**src/rtl/pipeline_pkg.sv**
```systemverilog
// rtl/pipeline_pkg.sv - shared pipeline constants and types
//
// Purpose: constants and enumerations shared by the MIPS pipeline stages.
// Contents:
//   NOP           - all-zero instruction word used for squashed/faulted slots
//   PC_INC        - byte increment of the program counter per fetch
//   fetch_state_t - fetch FSM states {RUN, FAULT}
package pipeline_pkg;

  localparam logic [31:0] NOP    = 32'b0;
  localparam int          PC_INC = 4;

  typedef enum logic {
    RUN   = 1'b0,
    FAULT = 1'b1
  } fetch_state_t;

endpackage

```
**src/rtl/if_id_reg.sv**
```systemverilog
// rtl/if_id_reg.sv - IF/ID pipeline register with hold and clear
//
// Purpose: pipeline register between fetch and decode. Clear has priority
// over hold; with neither asserted the register loads its inputs.
// Ports:
//   clk      in   rising-edge clock
//   rst      in   asynchronous active-low reset
//   hold     in   keep the current contents (stall)
//   clear    in   load a bubble {pc=0, instr=NOP, valid=0}
//   pc_d     in   PC+4 of the incoming instruction
//   instr_d  in   incoming instruction
//   valid_d  in   incoming valid flag
//   pc_q     out  registered PC+4
//   instr_q  out  registered instruction
//   valid_q  out  registered valid flag
module if_id_reg
  import pipeline_pkg::*;
#(
  parameter int N = 32
) (
  input  logic         clk,
  input  logic         rst,
  input  logic         hold,
  input  logic         clear,
  input  logic [N-1:0] pc_d,
  input  logic [N-1:0] instr_d,
  input  logic         valid_d,
  output logic [N-1:0] pc_q,
  output logic [N-1:0] instr_q,
  output logic         valid_q
);

  always_ff @(posedge clk or negedge rst) begin
    if (!rst) begin
      pc_q    <= '0;
      instr_q <= N'(NOP);
      valid_q <= 1'b0;
    end else if (clear) begin
      pc_q    <= '0;
      instr_q <= N'(NOP);
      valid_q <= 1'b0;
    end else if (!hold) begin
      pc_q    <= pc_d;
      instr_q <= instr_d;
      valid_q <= valid_d;
    end
  end

endmodule

```
**src/rtl/if_stage.sv**
```systemverilog
// rtl/if_stage.sv - MIPS instruction-fetch stage
//
// Purpose: owns the program counter, drives the fetch address, and loads
// the IF/ID register. Handles stalls, branch redirect/squash and
// out-of-range fetch faults (RUN/FAULT FSM).
// Configuration: define IF_PERF_CNT_EN to add fetch_cnt/squash_cnt.
// Ports:
//   clk          in   rising-edge clock
//   rst          in   asynchronous active-low reset
//   freeze       in   hazard stall: hold PC, IF/ID and FSM
//   br_taken     in   taken branch: redirect PC and squash IF/ID
//   br_target    in   branch target byte address (low 2 bits ignored)
//   pc_out       out  fetch address (the PC register)
//   instr_in     in   instruction memory data for pc_out
//   if_id_pc     out  PC+4 of the registered instruction
//   if_id_instr  out  registered instruction (NOP when bubbled)
//   if_id_valid  out  IF/ID holds a real instruction
//   fetch_fault  out  FSM is in FAULT
//   fetch_cnt    out  (IF_PERF_CNT_EN) valid IF/ID loads
//   squash_cnt   out  (IF_PERF_CNT_EN) taken-branch edges
module if_stage
  import pipeline_pkg::*;
#(
  parameter int          N          = 32,
  parameter logic [N-1:0] RESET_PC  = '0,
  parameter int          IMEM_DEPTH = 91
) (
  input  logic         clk,
  input  logic         rst,
  input  logic         freeze,
  input  logic         br_taken,
  input  logic [N-1:0] br_target,
  output logic [N-1:0] pc_out,
  input  logic [N-1:0] instr_in,
  output logic [N-1:0] if_id_pc,
  output logic [N-1:0] if_id_instr,
  output logic         if_id_valid,
  output logic         fetch_fault
`ifdef IF_PERF_CNT_EN
  ,
  output logic [N-1:0] fetch_cnt,
  output logic [N-1:0] squash_cnt
`endif
);

  localparam logic [N-1:0] PC_LIMIT = N'(IMEM_DEPTH * 4);

  fetch_state_t state, state_n;
  logic [N-1:0] pc, pc_n, pc_plus4;
  logic         in_range;
  logic         ifid_hold, ifid_clear;

  assign pc_plus4 = pc + N'(PC_INC);
  assign in_range = (pc < PC_LIMIT);

  always_ff @(posedge clk or negedge rst) begin
    if (!rst) begin
      state <= RUN;
      pc    <= RESET_PC;
    end else begin
      state <= state_n;
      pc    <= pc_n;
    end
  end

  always_comb begin
    state_n    = state;
    pc_n       = pc;
    ifid_hold  = 1'b0;
    ifid_clear = 1'b0;
    if (br_taken) begin
      // Redirect wins over freeze and works from either state.
      pc_n       = br_target & ~N'(3);
      state_n    = RUN;
      ifid_clear = 1'b1;
    end else if (freeze) begin
      ifid_hold  = 1'b1;
    end else if (state == RUN) begin
      if (in_range) begin
        pc_n = pc_plus4;
      end else begin
        state_n    = FAULT;
        ifid_clear = 1'b1;
      end
    end else begin
      // FAULT: PC parked, keep bubbling until a branch arrives.
      ifid_clear = 1'b1;
    end
  end

  if_id_reg #(.N(N)) u_if_id_reg (
    .clk     (clk),
    .rst     (rst),
    .hold    (ifid_hold),
    .clear   (ifid_clear),
    .pc_d    (pc_plus4),
    .instr_d (instr_in),
    .valid_d (1'b1),
    .pc_q    (if_id_pc),
    .instr_q (if_id_instr),
    .valid_q (if_id_valid)
  );

  assign pc_out      = pc;
  assign fetch_fault = (state == FAULT);

`ifdef IF_PERF_CNT_EN
  logic load_fire;
  assign load_fire = !ifid_clear && !ifid_hold;

  always_ff @(posedge clk or negedge rst) begin
    if (!rst) begin
      fetch_cnt  <= '0;
      squash_cnt <= '0;
    end else begin
      if (load_fire) fetch_cnt  <= fetch_cnt + 1'b1;
      if (br_taken)  squash_cnt <= squash_cnt + 1'b1;
    end
  end
`else
  // No performance counters in this build.
`endif

endmodule

```
**config.mk**
```make
export PLATFORM = sky130hd
export DESIGN_NAME = if_stage
export DESIGN_NICKNAME = d
export VERILOG_FILES = /design/src/rtl/pipeline_pkg.sv /design/src/rtl/if_id_reg.sv /design/src/rtl/if_stage.sv
export SDC_FILE = /design/constraint.sdc
export NUM_CORES = 1
export LEC_CHECK = 0
export CORE_MARGIN = 2
export CORE_UTILIZATION = 41
export CTS_CLUSTER_SIZE = 20
export DETAILED_ROUTE_END_ITERATION = 10
export PLACE_DENSITY = 0.77
export SLEW_MARGIN = 0
export SYNTH_ARGS = -nofsm -noshare
export SYNTH_HDL_FRONTEND = slang
export SYNTH_HIERARCHICAL = 1
export SYNTH_SLANG_ARGS = --single-unit
```
**constraint.sdc**
```tcl
create_clock -name clk -period 2.1 [get_ports clk]
set_input_delay 0.42 -clock clk [delete_from_list [all_inputs] [get_ports clk]]
set_output_delay 0.42 -clock clk [all_outputs]
set_load 0.005 [all_outputs]
```
Word level (Yosys, flattened, before mapping):

Cells that the tools add are included.

* add/sub/neg operators: 1
* multiply operators: 0
* divide/modulo/power cells: 0
* $lt $le $gt $ge: 1
* equality and inequality tests: 3
* shifts and indexed selects: 0
* mux-type cells: 18
* bitwise logic cells: 0
* reductions and logical operators: 2

Operators with widths (count)
* 32-bit 2-to-1 mux: 8
* 32-bit by 3-bit adder with 32-bit output (second input constant): 1
* 32-bit by 9-bit less-than comparator with 1-bit output (second input constant): 1
* 1-bit 2-to-1 mux: 10
* 2-bit != test (second input constant): 2
* 3-bit AND reduction: 1
* 2-bit by 1-bit != test with 1-bit output (second input constant): 1
* 2-bit nonzero test: 1

* bits in registers: 98
* latch bits: 0
* memory bits (writable): 0
* memory bits (read-only): 0
* bits of input ports: 68
* output and inout port bits: 98
* word-level logic and storage cells: 30
* memories: 0

Logic depth before layout (Yosys ltp):

Gate-level depths: netlist of the first run.

* depth in word-level cells: 6
* depth in mapped cells: 9
* depth with buffers taken out: 8

Cells and area by module:

Netlist of the first run, hierarchy kept.

Modules (own cells, without submodules)
* if_id_reg: instances 1, cells an instance 209, area each 2667.6 µm², sequential area each 1626.6 µm²
* if_stage: instances 1, cells an instance 188, area each 1911.8 µm², sequential area each 775.7 µm²

Worst setup path before layout of the first run:

No wires, ideal clock.

* kind: register to register
* start: register pc[2], in the netlist pc_out[2]
* end: register pc[4], in the netlist pc_out[4]
* library setup time: 124 ps
* data arrival time: 1901 ps
* data required time: 1976 ps
* path slack: 75 ps
* stages on the path, launching flop included: 7
* buffers on the path: 0
* period minus slack after synthesis: 2025 ps
* cells stage by stage: dfrtp_1 ha_1 o211a_1 o21ai_0 nor4b_4 a21oi_1 a211o_1

* word-level cells in the longest chain between the ends: 5
* elaborated cells on any way between the ends: 8
* those cells by class: add/sub (1); order compare (1); mux (4); reduce/logical (2)

Ends and longest elaborated chain
* start, declared: RTL line if_stage.sv:49 `logic [N-1:0] pc, pc_n, pc_plus4;`
* start signal, assigned: RTL line if_stage.sv:62 `pc <= pc_n;`
* 32-bit by 3-bit adder with 32-bit output: RTL line if_stage.sv:53 `assign pc_plus4 = pc + N'(PC_INC);`
* 32-bit 2-to-1 mux: RTL line if_stage.sv:79 `if (in_range) begin`
* 32-bit 2-to-1 mux: RTL line if_stage.sv:78 `end else if (state == RUN) begin`
* 32-bit 2-to-1 mux: RTL line if_stage.sv:76 `end else if (freeze) begin`
* 32-bit 2-to-1 mux: RTL line if_stage.sv:71 `if (br_taken) begin`

Parallel ways exist; a longest one is shown, timed or not. The select of a mux whose other input is x is not followed.
A chain may end at the register's enable or synchronous reset.

Worst setup path after layout of the first run:

* start: register pc[13], in the netlist pc_out[13]
* end: register u_if_id_reg.pc_q[28]

* elaborated cells on any way between the ends: 9
* those cells by class: add/sub (1); order compare (1); eq/ne (1); mux (6)

RTL lines
* 32-bit by 3-bit adder with 32-bit output: RTL line if_stage.sv:53
* via pc_plus4[28]: RTL line if_stage.sv:49
* 32-bit 2-to-1 mux: RTL line if_id_reg.sv:42 `end else if (!hold) begin`
* 32-bit 2-to-1 mux: RTL line if_id_reg.sv:38 `end else if (clear) begin`
* end signal, assigned: RTL line if_id_reg.sv:43 `pc_q <= pc_d;`
* end, declared: RTL line if_id_reg.sv:28 `output logic [N-1:0] pc_q,`

The timed path passes the listed nets, and every way through them passes these cells. The select of a mux whose other input is x is not followed.

==> results by group, run 1 <==
Power
  • Power per standard cell area: 615 nW/µm²
  • Leak Pwr: about 2.9 nW
  • Total Power: 4.14 mW
  • Clock power frac: 0.283
  • VDD IR max: around 320 µV
  • Logic pwr share: 0.220
  • Pint: 3.09 mW
  • Register share of total power: 0.497
  • Switching pwr: 1.05 mW
  • Switching Fraction: 0.255

Worst hold path
  • Worst hold path stage count: 2
  • WHS Endpoint: fetch_fault
  • Hold Crit Start: br_taken
  • Hold crit path type: input port to flop

Critical path
  • Max FO, Critical Path: 9
  • Worst path buffer plus inverter count: 0
  • Worst r2r src: pc_out[13]
  • Setup slack, reg-to-reg: 0.12 ns
  • R2r worst-path depth: 7
  • Req. time, crit path: 2.35 ns
  • Crit path kind: flop to flop
  • Crit path cell chain: nand4_1 -> nor3_1 -> and3_2 -> nand3_1 -> xnor2_1 -> mux2i_1 -> nor2_1
  • CP Capture Type: flop
  • Worst EP arrival: 2.23 ns
  • Worst path slowest cell: dfrtp_1
  • Kind of cell adding the most delay to the critical path: simple AND/OR/NAND/NOR gates
  • Startpoint types: flop
  • Reg-to-reg critical path endpoint: u_if_id_reg/pc_q[28]
  • Crit-path max cell delay: between 0.5 and 0.6 ns

Timing
  • Final Critical Period: between 1.5 and 2 ns
  • Final Worst Setup Slack: 0.117 ns
  • Tcrit/Tclk final: 0.944
  • Final setup viols: 0
  • Setup Total Neg Slack: 0 ns
  • Hold Fails Final Rpt: 0
  • Final Skew: about 0.011 ns
  • Peak Freq: 504 MHz
  • Max-slew violation count: 0

GRT
  • Global-route wire length before repair: 18.1 mm
  • Grt peak-use layer: met2
  • Largest net degree at the start of global routing: 62
  • Vias in the first global route: between 3000 and 4000
  • GR Util met2: 0.332
  • Met3 GRT Util: 0.0409
  • Tot GR Track Use: 0.195
  • Gr ovfl total: 0
  • Met1 Resource Use GR: 0.245
  • Initial antenna violation count: 0

Cells and area
  • Final-stage net count: 655
  • Area growth, synth to finish: 47.0%
  • Layout cells sized above 1: 0.146
  • Diodes inserted: 0
  • Non-Filler Instances: 730

Logic synthesis
  • Synth area leader: dfrtp_1
  • Ys flop type: dfrtp_1
  • Post-synthesis mux area share: 0.203
  • Yosys synthesis warning count: 6
  • Synth Area in Simple Gates: 0.149
  • Synth area leaders: dfrtp_1, mux2i_1, nor2_1
  • Compound-cell area share of the yosys netlist: 0.0186
  • Post-synth EDFFs: 0
  • Syn Area/Cell: roughly 12 µm²
  • Xor/xnor share of the synthesized area: 0.0555
  • Synth Area in Adders: 0.00273
  • Post-synthesis register bit count: 96
  • Mapped Cells: 397
  • Seq/Total Area, Yosys: 0.525
  • Distinct cells, synth: 38
  • Mapped Area: around 4600 µm²
  • Yosys top cell area share: 0.525
  • Post-synth ARST share: 1.00
  • Largest family of logic cells by synthesized area: multiplexers

Route
  • DRT antenna net count: 0
  • Drt first pass iters: 4
  • DR vias: ~3600
  • 1st-iter DRT viols: 130
  • Routed WL: 11.2 mm
  • DR DRC count: 0
  • Via-to-Cell Ratio: 4.95
  • Wirelength per Cell: 15.4 µm

Flow run
  • Max Cap Viol: 0

Clock tree
  • CTS sink cnt: between 90 and 100
  • Number of buffers created by CTS: 9
  • Maximum buffer depth of the clock tree: 2
  • H-tree Lvls: 3
  • Worst-skew pair later-pin latency: 0.36 ns
  • CTS clk-pin slew, worst paths: 0.09 ns
  • Root buffer cell: clkbuf_8
  • CTS tree: built

Placement
  • DP HPWL: 8.52 mm
  • Placed Cells incl. Taps: 713
  • Pre-CTS setup slack: just under 0.05 ns
  • Gpl congestion: 0.778
  • Port bufs: 161

Run status
  • Status: finished, final reports clean

Die
  • Die ar.: 12000 µm²
  • Starting Density: 0.421
  • Ports: ~170
  • Placeable Area: 10900 µm²
  • Die Ht: 110 µm
  • Rows: 38
  • Die width: 110 µm
## power by group through the flow
stage | registers, mW | logic [mW] | clock network [mW]
final | 2.06 | 0.909 | 1.17
after global routing | 2.08 | 0.995 | 1.30
after CTS | 2.06 | 0.920 | 1.22
after detailed placement | 2.09 | 0.914 | 0
after global placement | 2.09 | 0.895 | 0
after floorplan | 2.11 | 0.350 | 0
## state kept, by name, indices dropped and copies added (netlist names)
signal	flops
u_if_id_reg/instr_q	32
fetch_fault	1
pc_out	30
u_if_id_reg/valid_q	1
u_if_id_reg/pc_q	32
## routing by layer
layer / share of wire / wire length, µm / up-vias
met1: 0.42 / 4720 / 1763
met3: 0.062 / 696 / 10
li1: - / - / 1735
met2: 0.50 / 5630 / 105
met4: 0.015 / 172 / 0
met5: 0 / 0 / -
## logic make-up (layout without fill, tap and decap cells)
| logic type | after synthesis | in the layout |
|---|---|---|
| mux | 90 | 90 |
| compound gates | 13 | 13 |
| xor+xnor | 29 | 29 |
| buf+inv | 27 | 217 |
| other cells | 2 | 5 |
| flops | 96 | 96 |
| simple gates | 139 | 139 |
| fa+ha+maj | 1 | 1 |
## how the worst max path moves through the flow
stage / cells past startpoint / to / start
final: 7 / u_if_id_reg/pc_q[28] / pc_out[13]
after global routing: 7 / u_if_id_reg/instr_q[20] / pc_out[26]
after CTS: 7 / u_if_id_reg/pc_q[27] / pc_out[27]
after detailed placement: 7 / u_if_id_reg/pc_q[29] / pc_out[26]
after global placement: 7 / u_if_id_reg/pc_q[20] / pc_out[26]
after floorplan: 6 / pc_out[4] / pc_out[2]
## final cells by class
cell class              count  area [µm²]
fillers                   902        4160
clock buffers              12         145
flip-flops and latches     96        2400
repair buffers            199        1950
multi-input cells         277        2000
inverters                   3        11.3
clock inverters             3        42.5
well taps                 140         175
## repair_timing
| item | CTS | global route |
|---|---|---|
| setup buffers | 0 | 1 |
| endpoints found under the hold margin | 4 | 0 |
| hold buffers | 1 | 0 |
| gates resized for setup | 0 | 4 |
| setup endpoints to repair | 0 | 68 |
## worst reg2reg max path: stages (launching register included)
cell and delay (ns):
dfrtp_1 0.55, nand4_1 0.16, nor3_1 0.39, and3_2 0.33
nand3_1 0.11, xnor2_1 0.13, mux2i_1 0.14, nor2_1 0.06
## synth_stat cells (all sizes together) (2+ instances only)
cell type,number
or2,2
inv,3
and3,5
nand2,20
nand2b,2
nor2b,3
nor4,7
buf,16
nand3,9
dfrtp,96
nor3,5
conb,2
nand4,7
clkbuf,8
a21oi,3
xnor2,23
xor2,6
o21ai,4
mux2,23
nor2,73
a22oi,3
and4,2
mux2i,67
## placed cells by master (no fill, tap or decap), drive strengths merged, types with 2 or more instances in the layout
cell,netlist,final
a22oi,3,3
inv,3,3
conb,2,5
nand2b,2,2
nor4,7,7
buf,16,39
and4,2,2
nand3,9,9
a21oi,3,3
o21ai,4,4
nor2b,3,3
nor2,73,73
or2,2,2
clkbuf,8,12
xnor2,23,23
mux2,23,23
xor2,6,6
mux2i,67,67
dfrtp,96,96
nand2,20,20
and3,5,5
nand4,7,7
nor3,5,5
clkdlybuf4s50,0,159
## through the flow
stage               hold slack, ns  instance area [µm²]  utilization
floorplan                    0.124                 4590            -
global placement             0.391                 6520        0.598
detailed placement           0.397                 6520        0.598
CTS                          0.416                 6710        0.617
global route                 0.460                 6730        0.618
finish                       0.434                 6730        0.618
No activity file was read; power rests on OpenSTA's default activity.
==> run 2, diff against run 1 <==
--- a/config.mk
+++ b/config.mk
@@ -7,7 +7,7 @@
 export LEC_CHECK = 0
 export CORE_MARGIN = 2
 export CORE_UTILIZATION = 41
-export CTS_CLUSTER_SIZE = 20
+export CTS_CLUSTER_SIZE = 14
 export DETAILED_ROUTE_END_ITERATION = 10
 export PLACE_DENSITY = 0.77
 export SLEW_MARGIN = 0
==> results of run 2 <==
The final DEF is identical to that of run 1; final timing and power are the same.
